File: config.mk
export PLATFORM = sky130hd
export DESIGN_NAME = control_sequencer
export DESIGN_NICKNAME = d
export VERILOG_FILES = /design/src/rtl/mini_src_pkg.sv /design/src/rtl/ir_field_decode.sv /design/src/rtl/control_sequencer.sv
export SDC_FILE = /design/constraint.sdc
export NUM_CORES = 1
export LEC_CHECK = 0
export BUFFER_PORTS_ARGS = -buffer_cell sky130_fd_sc_hd__buf_2
export CORE_ASPECT_RATIO = 2
export CORE_MARGIN = 10
export CORE_UTILIZATION = 45
export DETAILED_ROUTE_END_ITERATION = 10
export GPL_TIMING_DRIVEN = 0
export PLACE_DENSITY = 0.78
export SETUP_SLACK_MARGIN = 0.15
export SLEW_MARGIN = 20
export SYNTH_ARGS = -nofsm -noshare
export SYNTH_HDL_FRONTEND = slang
export SYNTH_SLANG_ARGS = --single-unit
File: constraint.sdc
create_clock -name clock -period 4 [get_ports clock]
set_input_delay 0.2 -clock clock [delete_from_list [all_inputs] [get_ports clock]]
set_output_delay 0.2 -clock clock [all_outputs]
set_load 0.02 [all_outputs]
File: src/rtl/mini_src_pkg.sv
// Shared Mini SRC encodings: opcodes, bus-select codes, sequencer state codes
// and the opcode classifier used by the control sequencer.
package mini_src_pkg;

   localparam logic [4:0] OP_LD   = 5'b00000;
   localparam logic [4:0] OP_LDI  = 5'b00001;
   localparam logic [4:0] OP_ST   = 5'b00010;
   localparam logic [4:0] OP_ADD  = 5'b00011;
   localparam logic [4:0] OP_SUB  = 5'b00100;
   localparam logic [4:0] OP_AND  = 5'b00101;
   localparam logic [4:0] OP_OR   = 5'b00110;
   localparam logic [4:0] OP_ROR  = 5'b00111;
   localparam logic [4:0] OP_ROL  = 5'b01000;
   localparam logic [4:0] OP_SHR  = 5'b01001;
   localparam logic [4:0] OP_SHRA = 5'b01010;
   localparam logic [4:0] OP_SHL  = 5'b01011;
   localparam logic [4:0] OP_ADDI = 5'b01100;
   localparam logic [4:0] OP_ANDI = 5'b01101;
   localparam logic [4:0] OP_ORI  = 5'b01110;
   localparam logic [4:0] OP_MUL  = 5'b01111;
   localparam logic [4:0] OP_DIV  = 5'b10000;
   localparam logic [4:0] OP_MFHI = 5'b11000;
   localparam logic [4:0] OP_MFLO = 5'b11001;
   localparam logic [4:0] OP_NOP  = 5'b11010;
   localparam logic [4:0] OP_HALT = 5'b11011;

   localparam logic [4:0] SEL_HI    = 5'd16;
   localparam logic [4:0] SEL_LO    = 5'd17;
   localparam logic [4:0] SEL_ZHIGH = 5'd18;
   localparam logic [4:0] SEL_ZLOW  = 5'd19;
   localparam logic [4:0] SEL_PC    = 5'd20;
   localparam logic [4:0] SEL_MDR   = 5'd21;
   localparam logic [4:0] SEL_CSEXT = 5'd22;

   localparam logic [4:0] ALU_NONE = 5'b00000;
   localparam logic [4:0] ALU_ADD  = OP_ADD;

   localparam logic [3:0] ST_IDLE   = 4'd0;
   localparam logic [3:0] ST_F0     = 4'd1;
   localparam logic [3:0] ST_F1     = 4'd2;
   localparam logic [3:0] ST_F2     = 4'd3;
   localparam logic [3:0] ST_T3     = 4'd4;
   localparam logic [3:0] ST_T4     = 4'd5;
   localparam logic [3:0] ST_T5     = 4'd6;
   localparam logic [3:0] ST_T6     = 4'd7;
   localparam logic [3:0] ST_T7     = 4'd8;
   localparam logic [3:0] ST_HALTED = 4'd9;

   typedef enum logic [3:0] {
      CLS_ALU_R,
      CLS_ALU_I,
      CLS_MULDIV,
      CLS_LDI,
      CLS_LD,
      CLS_ST,
      CLS_MFHI,
      CLS_MFLO,
      CLS_NOP,
      CLS_HALT,
      CLS_ILLEGAL
   } opClass_t;

   // Anything not in the supported subset falls through to CLS_ILLEGAL.
   function automatic opClass_t classifyOp(input logic [4:0] op);
      opClass_t cls;
      case (op)
         OP_ADD, OP_SUB, OP_AND, OP_OR, OP_ROR,
         OP_ROL, OP_SHR, OP_SHRA, OP_SHL:   cls = CLS_ALU_R;
         OP_ADDI, OP_ANDI, OP_ORI:          cls = CLS_ALU_I;
         OP_MUL, OP_DIV:                    cls = CLS_MULDIV;
         OP_LDI:                            cls = CLS_LDI;
         OP_LD:                             cls = CLS_LD;
         OP_ST:                             cls = CLS_ST;
         OP_MFHI:                           cls = CLS_MFHI;
         OP_MFLO:                           cls = CLS_MFLO;
         OP_NOP:                            cls = CLS_NOP;
         OP_HALT:                           cls = CLS_HALT;
         default:                           cls = CLS_ILLEGAL;
      endcase
      return cls;
   endfunction

endpackage

File: src/rtl/ir_field_decode.sv
// Combinational split of the instruction register into opcode class,
// register indices, the Ra writeback one-hot and the Rb==0 flag.
module ir_field_decode
   import mini_src_pkg::*;
(
   input  logic [31:0] IR,
   output opClass_t    opClass,
   output logic [4:0]  opcode,
   output logic [3:0]  ra,
   output logic [3:0]  rb,
   output logic [3:0]  rc,
   output logic [15:0] raOneHot,
   output logic        rbIsZero
);

   // The low constant bits reach the datapath through Csext, not through here.
   logic unusedImm;

   assign opcode    = IR[31:27];
   assign ra        = IR[26:23];
   assign rb        = IR[22:19];
   assign rc        = IR[18:15];
   assign opClass   = classifyOp(IR[31:27]);
   assign raOneHot  = 16'h0001 << IR[26:23];
   assign rbIsZero  = (IR[22:19] == 4'd0);
   assign unusedImm = ^IR[14:0];

endmodule

File: src/rtl/control_sequencer.sv
// Mini SRC control unit: Moore sequencer for fetch / decode / execute that
// drives the datapath bus select, register enables, ALU op and memory strobes.
module control_sequencer
   import mini_src_pkg::*;
#(
   parameter int MEM_TIMEOUT = 16
) (
   input  logic        clock,
   input  logic        clear,
   input  logic        start,
   input  logic [31:0] IR,
   input  logic        mem_ready,
   output logic [4:0]  BusDataSelect,
   output logic [15:0] e_R,
   output logic        e_PC,
   output logic        e_IR,
   output logic        e_Y,
   output logic        e_Z,
   output logic        e_HI,
   output logic        e_LO,
   output logic        e_MAR,
   output logic        e_MDR,
   output logic        incPC,
   output logic        MDR_rd,
   output logic        BAout,
   output logic [4:0]  alu_op,
   output logic        mem_read,
   output logic        mem_write,
   output logic        halted,
   output logic        illegal,
   output logic        mem_err
);

   localparam int CNT_W = (MEM_TIMEOUT > 1) ? $clog2(MEM_TIMEOUT) : 1;
   localparam logic [CNT_W-1:0] CNT_LAST = CNT_W'(MEM_TIMEOUT - 1);

   logic [3:0]       state;
   logic [3:0]       nextState;
   logic [CNT_W-1:0] waitCnt;
   logic             illegalFlag;
   logic             memErrFlag;
   logic             inWait;
   logic             waitExpired;

   opClass_t    opClass;
   logic [4:0]  opcode;
   logic [3:0]  ra;
   logic [3:0]  rb;
   logic [3:0]  rc;
   logic [15:0] raOneHot;
   logic        rbIsZero;

   ir_field_decode uDecode (
      .IR       (IR),
      .opClass  (opClass),
      .opcode   (opcode),
      .ra       (ra),
      .rb       (rb),
      .rc       (rc),
      .raOneHot (raOneHot),
      .rbIsZero (rbIsZero)
   );

   // States that hold a memory strobe until mem_ready.
   always_comb begin
      inWait = 1'b0;
      case (state)
         ST_F1:   inWait = 1'b1;
         ST_T6:   inWait = (opClass == CLS_LD);
         ST_T7:   inWait = (opClass == CLS_ST);
         default: inWait = 1'b0;
      endcase
   end

   assign waitExpired = inWait && !mem_ready && (waitCnt == CNT_LAST);

   always_comb begin
      nextState = state;
      case (state)
         ST_IDLE: if (start) nextState = ST_F0;
         ST_F0:   nextState = ST_F1;
         ST_F1: begin
            if (mem_ready)        nextState = ST_F2;
            else if (waitExpired) nextState = ST_HALTED;
         end
         ST_F2:   nextState = ST_T3;
         ST_T3: begin
            case (opClass)
               CLS_HALT:                                 nextState = ST_HALTED;
               CLS_MFHI, CLS_MFLO, CLS_NOP, CLS_ILLEGAL: nextState = ST_F0;
               default:                                  nextState = ST_T4;
            endcase
         end
         ST_T4:   nextState = ST_T5;
         ST_T5: begin
            if (opClass == CLS_MULDIV || opClass == CLS_LD || opClass == CLS_ST)
               nextState = ST_T6;
            else
               nextState = ST_F0;
         end
         ST_T6: begin
            if (opClass == CLS_MULDIV)   nextState = ST_F0;
            else if (opClass == CLS_ST)  nextState = ST_T7;
            else if (mem_ready)          nextState = ST_T7;
            else if (waitExpired)        nextState = ST_HALTED;
         end
         ST_T7: begin
            if (opClass == CLS_LD)       nextState = ST_F0;
            else if (mem_ready)          nextState = ST_F0;
            else if (waitExpired)        nextState = ST_HALTED;
         end
         ST_HALTED: nextState = ST_HALTED;
         default:   nextState = ST_IDLE;
      endcase
   end

   always_ff @(posedge clock or negedge clear) begin
      if (!clear) begin
         state       <= ST_IDLE;
         waitCnt     <= '0;
         illegalFlag <= 1'b0;
         memErrFlag  <= 1'b0;
      end else begin
         state <= nextState;
         if (inWait && !mem_ready && !waitExpired)
            waitCnt <= waitCnt + 1'b1;
         else
            waitCnt <= '0;
         if (state == ST_T3 && opClass == CLS_ILLEGAL)
            illegalFlag <= 1'b1;
         if (waitExpired)
            memErrFlag <= 1'b1;
      end
   end

   assign halted  = (state == ST_HALTED);
   assign illegal = illegalFlag;
   assign mem_err = memErrFlag;

   // Output decode; e_MDR in a read wait follows mem_ready so MDR captures once.
   always_comb begin
      BusDataSelect = 5'd0;
      e_R           = 16'h0000;
      e_PC          = 1'b0;
      e_IR          = 1'b0;
      e_Y           = 1'b0;
      e_Z           = 1'b0;
      e_HI          = 1'b0;
      e_LO          = 1'b0;
      e_MAR         = 1'b0;
      e_MDR         = 1'b0;
      incPC         = 1'b0;
      MDR_rd        = 1'b0;
      BAout         = 1'b0;
      alu_op        = ALU_NONE;
      mem_read      = 1'b0;
      mem_write     = 1'b0;
      case (state)
         ST_F0: begin
            BusDataSelect = SEL_PC;
            e_MAR         = 1'b1;
            incPC         = 1'b1;
         end
         ST_F1: begin
            mem_read = 1'b1;
            MDR_rd   = 1'b1;
            e_MDR    = mem_ready;
         end
         ST_F2: begin
            BusDataSelect = SEL_MDR;
            e_IR          = 1'b1;
         end
         ST_T3: begin
            case (opClass)
               CLS_ALU_R, CLS_ALU_I: begin
                  BusDataSelect = {1'b0, rb};
                  e_Y           = 1'b1;
               end
               CLS_MULDIV: begin
                  BusDataSelect = {1'b0, ra};
                  e_Y           = 1'b1;
               end
               CLS_LDI, CLS_LD, CLS_ST: begin
                  BusDataSelect = {1'b0, rb};
                  e_Y           = 1'b1;
                  BAout         = rbIsZero;
               end
               CLS_MFHI: begin
                  BusDataSelect = SEL_HI;
                  e_R           = raOneHot;
               end
               CLS_MFLO: begin
                  BusDataSelect = SEL_LO;
                  e_R           = raOneHot;
               end
               default: ;
            endcase
         end
         ST_T4: begin
            case (opClass)
               CLS_ALU_R: begin
                  BusDataSelect = {1'b0, rc};
                  alu_op        = opcode;
                  e_Z           = 1'b1;
               end
               CLS_ALU_I: begin
                  BusDataSelect = SEL_CSEXT;
                  alu_op        = opcode;
                  e_Z           = 1'b1;
               end
               CLS_MULDIV: begin
                  BusDataSelect = {1'b0, rb};
                  alu_op        = opcode;
                  e_Z           = 1'b1;
               end
               CLS_LDI, CLS_LD, CLS_ST: begin
                  BusDataSelect = SEL_CSEXT;
                  alu_op        = ALU_ADD;
                  e_Z           = 1'b1;
               end
               default: ;
            endcase
         end
         ST_T5: begin
            case (opClass)
               CLS_ALU_R, CLS_ALU_I, CLS_LDI: begin
                  BusDataSelect = SEL_ZLOW;
                  e_R           = raOneHot;
               end
               CLS_MULDIV: begin
                  BusDataSelect = SEL_ZLOW;
                  e_LO          = 1'b1;
               end
               CLS_LD, CLS_ST: begin
                  BusDataSelect = SEL_ZLOW;
                  e_MAR         = 1'b1;
               end
               default: ;
            endcase
         end
         ST_T6: begin
            case (opClass)
               CLS_MULDIV: begin
                  BusDataSelect = SEL_ZHIGH;
                  e_HI          = 1'b1;
               end
               CLS_LD: begin
                  mem_read = 1'b1;
                  MDR_rd   = 1'b1;
                  e_MDR    = mem_ready;
               end
               CLS_ST: begin
                  BusDataSelect = {1'b0, ra};
                  e_MDR         = 1'b1;
               end
               default: ;
            endcase
         end
         ST_T7: begin
            case (opClass)
               CLS_LD: begin
                  BusDataSelect = SEL_MDR;
                  e_R           = raOneHot;
               end
               CLS_ST:  mem_write = 1'b1;
               default: ;
            endcase
         end
         default: ;
      endcase
   end

endmodule

==> impl_metrics.sql <==
INSERT INTO impl_metrics (metric_group, metric, value, unit) VALUES
('status', 'run_status', 'completed', ''),
('logic_synthesis', 'synth_fp_nets', '256', ''),
('floorplanning', 'num_rows', '31', ''),
('worst_setup_path', 'crit_path_cell_trace', 'buf_2 -> inv_1 -> ha_1 -> nor2_1 -> o31a_2 -> nor2_1 -> nor4_1 -> a2111oi_0 -> nand3_1 -> buf_2', ''),
('timing', 'slew_viol_final', '0', ''),
('floorplanning', 'die_footprint', '6640', 'µm²'),
('global_routing', 'use_met2', '29.8', '%'),
('logic_synthesis', 'synth.ff_latch_count', '10', ''),
('floorplanning', 'io_pins', '78', ''),
('logic_synthesis', 'mux_cell_area_share_after_synthesis', '1.44', '%'),
('drt', 'avg_vias_per_cell', '5.71', ''),
('timing', 'least_setup_slack_across_all_paths_after_layout', '1160', 'ps'),
('logic_synthesis', 'postSynth.asyncResetShare', '100', '%'),
('logic_synthesis', 'synth_warnings', '0', ''),
('timing', 'setup_viol', '0', ''),
('global_routing', 'grt.met1_usage', '15.9', '%'),
('worst_setup_path', 'worstSetupStartpointType', 'input pin', ''),
('floorplanning', 'die_width', '62.8', 'µm'),
('timing', 'finalHoldViolCount', '0', ''),
('clock_network', 'h-tree-depth', '1', ''),
('logic_synthesis', 'synth_compound_area_share', '28.4', '%'),
('floorplanning', 'initial_core_util', '46.2', '%'),
('placed_design', 'hpwl', '4570', 'µm'),
('floorplanning', 'dieHeight', '106', 'µm'),
('clock_network', 'cts_inserted_buffers', '3', ''),
('worst_setup_path', 'worst_path_max_delay_cell', 'sky130_fd_sc_hd__a2111oi_0', ''),
('global_routing', 'antenna_found_initial', '0', ''),
('timing', 'max_fclk', '352', 'MHz'),
('timing', 'period_needed', '2840', 'ps'),
('worst_setup_path', 'crit_required', '3800', 'ps'),
('global_routing', 'busiest_layer', 'met2', ''),
('logic_synthesis', 'synth.distinct_cells', '65', ''),
('clock_network', 'post_cts.repair.setup_buffers', '0', ''),
('global_routing', 'grt_start_max_net_pins', '11', ''),
('cells_and_area', 'final_layout_size_suffix_gt1_share', '37.1', '%'),
('drt', 'first_pass_iters', '4', ''),
('clock_network', 'max-clock-path-buffers', '2', ''),
('cells_and_area', 'final_non_filler_cells', '329', ''),
('pwr', 'leak_pwr', '0.000944', 'µW'),
('drt', 'routedWlPerCell', '16.5', 'µm'),
('logic_synthesis', 'synth_top_family_by_area', 'simple AND/OR/NAND/NOR gates', ''),
('drt', 'drc', '0', ''),
('placed_design', 'place_inst', '324', ''),
('logic_synthesis', 'synth_simple_gate_area_share', '39.3', '%'),
('worst_setup_path', 'worst-setup-path-type', 'in -> out', ''),
('timing', 'worst_slew_pin_slew', '614', 'ps'),
('clock_network', 'cts-hold-fix-buffers', '1', ''),
('placed_design', 'preCtsSetupSlack', '1280', 'ps'),
('logic_synthesis', 'seq_total_area_yosys', '15.2', '%'),
('global_routing', 'number_of_global_route_vias_before_repair', '1976', ''),
('logic_synthesis', 'synth_ff_type', 'sky130_fd_sc_hd__dfrtp_1', ''),
('worst_setup_path', 'crit_path_max_incr_delay', '650', 'ps'),
('timing', 'setup_total_negative_slack', '0', 'ps'),
('placed_design', 'placement.io_buffers', '61', ''),
('worst_setup_path', 'worst-path-max-fanout', '8', ''),
('worst_setup_path', 'worst-endpoint-arrival', '2640', 'ps'),
('logic_synthesis', 'syn_area', '1650', 'µm²'),
('timing', 'fin_crit_sh', '71.0', '%'),
('clock_network', 'cts.repair.resized', '0', ''),
('timing', 'max_slew_margin', '58.0', '%'),
('worst_setup_path', 'ff_to_ff_start', 'state[2]', ''),
('cells_and_area', 'number_of_antenna_diodes', '0', ''),
('logic_synthesis', 'syn_inst', '214', ''),
('clock_network', 'cts_tree', 'done', ''),
('pwr', 'max-vdd-ir-drop', '272', 'µV'),
('logic_synthesis', 'edff_count_synth', '0', ''),
('logic_synthesis', 'synthTopCellsByCount', '20 x sky130_fd_sc_hd__nor2_1, 16 x sky130_fd_sc_hd__nor4_1, 16 x sky130_fd_sc_hd__o21ai_0, 14 x sky130_fd_sc_hd__a21oi_1, 14 x sky130_fd_sc_hd__nand2_1', ''),
('clock_network', 'clkTransAtPathRegs', '50', 'ps'),
('clock_network', 'insertion_delay', '230', 'ps'),
('drt', 'violation_count_after_the_first_detailed_routing_iteration', '47', ''),
('cells_and_area', 'design.final.nets', '323', '');
-- final timing paths --
check                      slack [ps]  depth (start not counted)          endpoint
hold reg to reg                   450                          1           illegal
hold / removal                    350                          2          state[0]
min in group clock                400                          4        waitCnt[1]
setup / recovery                 1160                         10  BusDataSelect[0]
max in group asynchronous        3460                          2          state[1]
setup reg to reg                 2020                          6          state[1]
-- layout make-up --
cell class,count,area [µm²]
flip-flops and latches,10,250
well taps,49,61.3
clock buffers,4,55.1
multi-input cells,187,1250
fillers,377,1490
inverters,4,15.0
plain buffers,13,138
repair buffers,62,315
-- cell usage in the layout (no fill, tap or decap), types with 2 or more instances in the layout --
cell type and n:
sky130_fd_sc_hd__dfrtp_1 10, sky130_fd_sc_hd__buf_6 5, sky130_fd_sc_hd__nor3_1 13, sky130_fd_sc_hd__nor2_1 20
sky130_fd_sc_hd__nand2_1 14, sky130_fd_sc_hd__nand4_1 2, sky130_fd_sc_hd__nand2b_1 9, sky130_fd_sc_hd__buf_2 61
sky130_fd_sc_hd__nor4_1 16, sky130_fd_sc_hd__and2_1 3, sky130_fd_sc_hd__nand3_1 9, sky130_fd_sc_hd__a21oi_1 14
sky130_fd_sc_hd__nor4_2 2, sky130_fd_sc_hd__ha_1 6, sky130_fd_sc_hd__clkbuf_8 8, sky130_fd_sc_hd__inv_1 4
sky130_fd_sc_hd__o21ai_0 16, sky130_fd_sc_hd__or3_1 2, sky130_fd_sc_hd__a21o_1 4, sky130_fd_sc_hd__nor2b_1 2
sky130_fd_sc_hd__buf_4 3, sky130_fd_sc_hd__o21ai_1 2, sky130_fd_sc_hd__a21boi_0 2, sky130_fd_sc_hd__xor2_1 2
sky130_fd_sc_hd__a32oi_1 2, sky130_fd_sc_hd__o211ai_1 4, sky130_fd_sc_hd__or2_2 4, sky130_fd_sc_hd__and2_2 2
-- registers in the layout (all words and copies together) (netlist names) --
name	cells
illegal	1
waitCnt	4
mem_err	1
state	4
-- power breakdown --
group	internal (µW)	switching, µW	total (µW)
clock network	86.3	37.5	124
registers	124	18.8	143
logic	226	367	593
-- per-stage QoR --
stage,util [%],hold slack (ps)
2_1_floorplan,-,-95.6
3_3_place_gp,56.5,70.1
3_5_place_dp,56.5,71.0
4_1_cts,58.3,358
5_1_grt,58.3,376
6_report,58.3,351
-- kinds of logic (layout without fill, tap and decap cells) --
logic type	after synthesis	after routing
xor+xnor	3	3
fa+ha+maj	6	6
other cells	1	1
mux	2	2
buf+inv	17	83
simple gates	113	113
compound gates	62	62
flops	10	10
-- critical path, delay by kind of cell --
| family | cells | cell delay, ps |
|---|---|---|
| buffers and inverters | 3 | 430 |
| AND/OR/NAND/NOR | 4 | 850 |
| adder cells (fa/ha/maj) | 1 | 180 |
| AO/OA/AOI/OAI | 2 | 980 |
-- per-layer routing --
metal  share of wire, %  vias up  routed length [µm]
met5                  0        -                   0
met4                3.5        0                 189
met1                 37      849                2040
met3                7.3       18                 399
li1                   -      938                   -
met2                 52       74                2820
No activity file was read; power rests on OpenSTA's default activity.
